==> src/rtl/voq_dequeue_scheduler.sv <==
// Read-side scheduler for the per-port address queue: round-robin grant of a
// non-empty channel, bursts of up to MAX_BURST pops into a registered valid/ready output.
module voq_dequeue_scheduler #(
  parameter  int PORT_NUB    = 4,
  parameter  int DEPTH       = 100,
  parameter  int MAX_BURST   = 4,
  localparam int WIDTH_PORT  = $clog2(DEPTH),
  localparam int WIDTH_SEL   = (PORT_NUB > 1) ? $clog2(PORT_NUB) : 1,
  localparam int WIDTH_BURST = $clog2(MAX_BURST + 1)
) (
  input  logic                  clk,
  input  logic                  rst_n,
  input  logic                  sched_en,
  input  logic [PORT_NUB-1:0]   fifo_empty,
  input  logic [WIDTH_PORT-1:0] fifo_rd_data,
  output logic                  fifo_rd_en,
  output logic [WIDTH_SEL-1:0]  fifo_rd_sel,
  output logic                  out_valid,
  input  logic                  out_ready,
  output logic [WIDTH_SEL-1:0]  out_port,
  output logic [WIDTH_PORT-1:0] out_addr
);

  localparam int unsigned NUB_U = PORT_NUB;

  typedef enum logic {IDLE, SERVE} state_e;

  state_e                 state_q;
  logic [WIDTH_SEL-1:0]   rr_ptr_q;
  logic [WIDTH_SEL-1:0]   grant_q;
  logic [WIDTH_BURST-1:0] cnt_q;
  logic                   out_valid_q;
  logic [WIDTH_SEL-1:0]   out_port_q;
  logic [WIDTH_PORT-1:0]  out_addr_q;

  logic                   load_ok;
  logic                   pop;
  logic                   exit_d;
  logic                   hit_d;
  logic [WIDTH_SEL-1:0]   pick_d;
  logic [WIDTH_SEL-1:0]   cand_d;
  logic [WIDTH_SEL-1:0]   grant_nxt;
  int unsigned            idx_d;

  // First non-empty channel at or after rr_ptr, wrapping modulo PORT_NUB.
  always_comb begin
    hit_d  = 1'b0;
    pick_d = '0;
    cand_d = '0;
    idx_d  = 0;
    for (int unsigned i = 0; i < NUB_U; i++) begin
      idx_d = i + rr_ptr_q;
      if (idx_d >= NUB_U) idx_d = idx_d - NUB_U;
      cand_d = WIDTH_SEL'(idx_d);
      if (!hit_d && !fifo_empty[cand_d]) begin
        hit_d  = 1'b1;
        pick_d = cand_d;
      end
    end
  end

  always_comb begin
    load_ok   = ~out_valid_q | out_ready;
    pop       = (state_q == SERVE) & sched_en & ~fifo_empty[grant_q] & load_ok &
                (cnt_q < WIDTH_BURST'(MAX_BURST));
    exit_d    = ~sched_en | (pop & (cnt_q == WIDTH_BURST'(MAX_BURST - 1))) |
                (fifo_empty[grant_q] & ~pop);
    grant_nxt = (grant_q == WIDTH_SEL'(PORT_NUB - 1)) ? '0 : grant_q + 1'b1;
  end

  always_ff @(posedge clk or negedge rst_n) begin
    if (!rst_n) begin
      state_q     <= IDLE;
      rr_ptr_q    <= '0;
      grant_q     <= '0;
      cnt_q       <= '0;
      out_valid_q <= 1'b0;
      out_port_q  <= '0;
      out_addr_q  <= '0;
    end else begin
      if (out_valid_q && out_ready && !pop) out_valid_q <= 1'b0;
      if (pop) begin
        out_valid_q <= 1'b1;
        out_port_q  <= grant_q;
        out_addr_q  <= fifo_rd_data;
        cnt_q       <= cnt_q + 1'b1;
      end
      case (state_q)
        IDLE: begin
          if (sched_en && hit_d) begin
            grant_q <= pick_d;
            cnt_q   <= '0;
            state_q <= SERVE;
          end
        end
        SERVE: begin
          // Backpressure alone never ends a burst: exit only on limit, empty or disable.
          if (exit_d) begin
            state_q  <= IDLE;
            rr_ptr_q <= grant_nxt;
          end
        end
        default: state_q <= IDLE;
      endcase
    end
  end

  assign fifo_rd_en  = pop;
  assign fifo_rd_sel = (state_q == SERVE) ? grant_q : rr_ptr_q;
  assign out_valid   = out_valid_q;
  assign out_port    = out_port_q;
  assign out_addr    = out_addr_q;

endmodule

==> config.mk <==
export PLATFORM = sky130hd
export DESIGN_NAME = voq_dequeue_scheduler
export DESIGN_NICKNAME = d
export VERILOG_FILES = /design/src/rtl/voq_dequeue_scheduler.sv
export SDC_FILE = /design/constraint.sdc
export NUM_CORES = 1
export LEC_CHECK = 0
export ABC_AREA = 1
export CAP_MARGIN = 5
export CORE_UTILIZATION = 48
export DETAILED_ROUTE_END_ITERATION = 10
export PLACE_DENSITY = 0.77
export SYNTH_ARGS = -nofsm -noshare
export SYNTH_HDL_FRONTEND = slang
export SYNTH_SLANG_ARGS = --single-unit
==> constraint.sdc <==
create_clock -name clk -period 1.75 [get_ports clk]
set_input_delay 0.35 -clock clk [delete_from_list [all_inputs] [get_ports clk]]
set_output_delay 0.35 -clock clk [all_outputs]
set_load 0.03 [all_outputs]
; ---- Word-level counts from Yosys, hierarchy flattened
; Cells that the tools add are included.
[op_classes]
order_cmp = 10
eq_ne = 2
n_mux = 32
reduce_logical = 15
n_addsub = 9
bitwise = 14
[ops]
columns = op, count
row1 = 2-to-1 mux 2 bit, 10
row2 = less-than comparator 2 x 3 -> 1 bit (second input constant), 5
row3 = 2-to-1 mux 1 bit, 13
row4 = binary-select mux 1 bit (select 2 bit), 5
row5 = >= comparator 3 bit (second input constant), 3
row6 = 2-to-1 mux 3 bit, 3
row7 = subtractor 2 x 1 -> 2 bit (second input constant), 4
row8 = adder 2 x 2 -> 3 bit (first input constant), 2
row9 = bitwise AND 1 bit, 6
row10 = logical AND 1 bit, 6
row11 = zero test 1 bit, 6
row12 = inverter 1 bit, 5
row13 = AND reduction 2 bit, 2
row14 = adder 1 x 2 -> 3 bit (first input constant), 1
row15 = adder 3 x 1 -> 3 bit (second input constant), 1
row16 = == test 3 x 2 -> 1 bit (second input constant), 1
row17 = >= comparator 2 x 3 -> 1 bit (second input constant), 1
row18 = less-than comparator 3 bit (second input constant), 1
row19 = bitwise OR 1 bit, 3
row20 = adder 2 x 1 -> 2 bit (second input constant), 1
row21 = == test 2 bit (second input constant), 1
row22 = case mux 1 bit (2 select lines), 1
row23 = nonzero test 2 bit, 1
[totals]
register_bits = 18
in_bits = 15
wordCells = 89

; ---- Logic depth before layout (Yosys ltp)
[logic_depth]
depth_word = 17
ltp_mapped = 11
depth_no_buf = 10

; ---- Worst setup path before layout
; Ideal clock, no wire load.
[synth_timing]
path_kind = register to output
start = register rr_ptr_q[1]
end = output port fifo_rd_sel[1]
t_arrival_ps = 1194
path_slack_ps = 206
stages_incl_launch_ff = 3
path_buffers = 0
path_cell_list = dfrtp_1 > inv_2 > o21ai_0
[synth_between]
elab_chain_len = 1
[synth_lines]
columns = item, line
row1 = from (decl), 29  ; logic [WIDTH_SEL-1:0] rr_ptr_q;
row2 = from (signal assigned), 100  ; rr_ptr_q <= grant_nxt;
row3 = 2-to-1 mux 2 bit, 109  ; assign fifo_rd_sel = (state_q == SERVE) ? grant_q : rr_ptr_q;
row4 = to (decl), 17  ; output logic [WIDTH_SEL-1:0] fifo_rd_sel,
; No other way between the ends.

; ---- Worst setup path in the final report
[layout_timing]
start = register grant_q[0]
end = output port fifo_rd_en
[layout_between]
elab_chain_len = 6
[layout_lines]
columns = item, line
row1 = from (decl), 30  ; logic [WIDTH_SEL-1:0] grant_q;
row2 = from (signal assigned), 91  ; grant_q <= pick_d;
row3 = binary-select mux 1 bit (select 2 bit), 64  ; pop = (state_q == SERVE) & sched_en & ~fifo_empty[grant_q] & load_ok &
row4 = 2-to-1 mux 1 bit (not written as such), 64
row5 = inverter 1 bit, 64
row6 = bitwise AND 1 bit (3 in series), 64
row7 = to (decl), 16  ; output logic fifo_rd_en,
; No other way between the ends. The select of a mux whose other input is x is not followed.

==> impl_metrics.ini <==
[timing]
tightestPinTransition_ps = 326
slew_headroom_pct = 78.2
maxClockFrequency_mhz = 577
finClkSkew_ps = 10.1
rsz0062_at_grt = true
hold_violations = 0
min_period_ps = 1730
setup_viol = 0
drv_slew = 0
setup_tns_ps = 0
fin_crit_sh_pct = 99.1

[global_routing]
gr-total-overflow = 0
grt_antenna_before_repair = 0
first_global_vias = 1100
grt_max_degree = 19
grt_pass1_wl_um = 4650
grtUsageTotal_pct = 25.1

[critical_path]
path_class = register to output port
start_kind = register
regToRegSetupSlack_ps = 240
critPathArrivalTime_ps = 1380
r2r_start = rr_ptr_q[0]
worstPathMaxFanout = 5
crit_required_ps = 1400
timing.rr.end = grant_q[1]
cp-end-kind = output port
reg2reg_depth = 10

[pwr]
swShare_pct = 50.0
sequentialPowerShare_pct = 26.9
pwr_density_cell_nw_per_um2 = 1890
p_sw_mw = 1.43
p_leak_nw = 0.791
ir_drop_mv = 1.12
p_comb_share_pct = 63.7
p_int_mw = 1.42
clock_power_share_pct = 9.4

[place]
dpl.hpwl_um = 2030
portBuffers = 27
dpl_cell_area_um2 = 1410
globalplace.congestion = 0.908

[floorplan]
rows = 16
core_region_area_um2 = 2060
die_y_um = 49.8
start_util_pct = 53.2
dieArea_um2 = 2480
die_w_um = 49.8
ios = 28

[min_path]
hold_class = input port to asynchronous set/reset pin

[clock_network]
worstSkewPairLatency_ps = 310
cts_sinks = 18
cts.path.max_buffers = 2
cts_tree = done
clockRootBuffer = clkbuf_4
numCtsBuffers = 3
clkTransAtPathRegs_ps = 110
h-tree-depth = 1

[yosys]
ys_warn_count = 0
synth-seq-area-share_pct = 41.1
avgSynthCellArea_um2 = 7.56
ys_ff_latch = 18
syn_inst = 145
synth_nets = 163
synth_area_um2 = 1100
synth.distinct_cells = 22

[outcome]
status = completed

[layout]
finalInstanceArea_um2 = 1510
finish.utilization_pct = 73.2
drive_gt1_share_pct = 22.7
n_antenna_cell = 0
syn_to_final_growth_pct = 37.7
final_nets = 204

[detailed_routing]
wl_per_cell_um = 12.9
num_vias = 1092
drtAntennaViolNets = 0
remaining_drc_errors = 0
dr.pass1.iters = 4
drt-total-wl_um = 2740
drt_iter0_markers = 48
vias_per_cell = 5.15

[run]
cap_violations = 0
-- placed cells by master, fill, tap and decap left out, types with 2 or more instances in the layout --
cell type	Yosys	layout
dfrtp_1	18	16
buf_4	0	13
nand2_4	3	3
nand2_2	6	6
nor2_1	6	6
o21ai_1	6	6
nand3_1	13	13
nand2_1	54	54
inv_2	2	3
ha_1	3	3
dlygate4sd2_1	0	2
o21ai_0	6	5
dfrtp_2	0	2
clkdlybuf4s50_1	0	21
o21ai_2	1	2
inv_1	12	11
nor2_2	3	3
clkbuf_4	0	3
a21oi_1	4	3
-- flip-flops by register name, summed over array words and instances, names as in the netlist --
register / flops
grant_q: 2
out_port: 2
state_q: 1
out_valid: 1
cnt_q: 3
out_addr: 7
rr_ptr_q: 2
-- routing by layer --
layer  GRT usage [%]  wire (um)
met1            30.0       1120
met2            43.5       1380
met3            7.10        200
met4            7.14         34
met5               0          0
-- synth_stat cells --
cell type   n  area (um^2)
inv_1      12         45.0
nor2_1      6         22.5
nand3_4     1         17.5
inv_2       2         7.51
nand3_1    13         65.1
nand2_1    54          203
ha_1        3         37.5
buf_6       1         11.3
buf_2       1         5.00
xor2_1      1         8.76
and2_1      1         6.26
o21ai_1     6         30.0
inv_6       1         8.76
nor2_2      3         18.8
o21ai_2     1         8.76
o21ai_0     6         30.0
o21bai_4    1         18.8
dfrtp_1    18          450
nand2_2     6         37.5
a21oi_1     4         20.0
nand3_2     1         10.0
nand2_4     3         33.8
-- layout make-up --
type                    count  area [um^2]
clock buffers               4         36.3
fillers                   159          553
multi-input cells         110          576
inverters                  15         61.3
well taps                  27         33.8
repair buffers             38          349
flip-flops and latches     18          453
-- timing repair --
action / 4_1_cts / 5_1_grt
pin swaps: 3 / 2
cloned: 0 / 0
endpoints found under the hold margin: 0 / 0
endpoints found under the setup margin: 1 / 3
setup buffers: 3 / 3
resized for setup: 8 / 2
hold buffers: 0 / 0
-- worst max-delay path by stage --
stage	end	from	slack [ps]	cells after the start
after floorplan	fifo_rd_sel[1]	rr_ptr_q[1]	210	2
after global placement	grant_q[1]	fifo_empty[0]	-50	11
after detailed placement	grant_q[1]	fifo_empty[0]	-100	11
after CTS	fifo_rd_en	grant_q[0]	1	6
after global routing	fifo_rd_en	grant_q[1]	-70	7
final	fifo_rd_en	grant_q[0]	20	6
-- through the flow --
step / hold slack, ps / total power [mW] / instances / setup WS (ps)
2_1_floorplan: 54.4 / 1.92 / 145 / 206
3_3_place_gp: 465 / 2.38 / 202 / -54.6
3_5_place_dp: 467 / 2.45 / 202 / -100
4_1_cts: 365 / 2.80 / 209 / 1.04
5_1_grt: 378 / 3.05 / 212 / -65.0
6_report: 352 / 2.85 / 212 / 15.5
-- power groups by stage --
stage / sequential (mW) / clock (mW) / combinational, mW
4_1_cts: 0.770 / 0.271 / 1.76
2_1_floorplan: 0.913 / 0 / 1.01
3_5_place_dp: 0.780 / 0 / 1.67
6_report: 0.766 / 0.268 / 1.81
3_3_place_gp: 0.766 / 0 / 1.61
5_1_grt: 0.784 / 0.289 / 1.98
-- cell families after synthesis --
| family | share of synthesized area (%) |
|---|---|
| AO/OA/AOI/OAI | 9.82 |
| buffers and inverters | 7.08 |
| XOR/XNOR | 0.799 |
| adder cells (fa/ha/maj) | 3.43 |
| AND/OR/NAND/NOR | 37.8 |
| flip-flops | 41.1 |
-- critical path, stage by stage (launching register included) --
cell and delay [ps]:
dfrtp_2 460, buf_4 150, o21ai_2 110, nand2_1 90
nand3_2 80, inv_2 50, buf_6 130
Note: power is estimated with default switching activity, not from simulation.
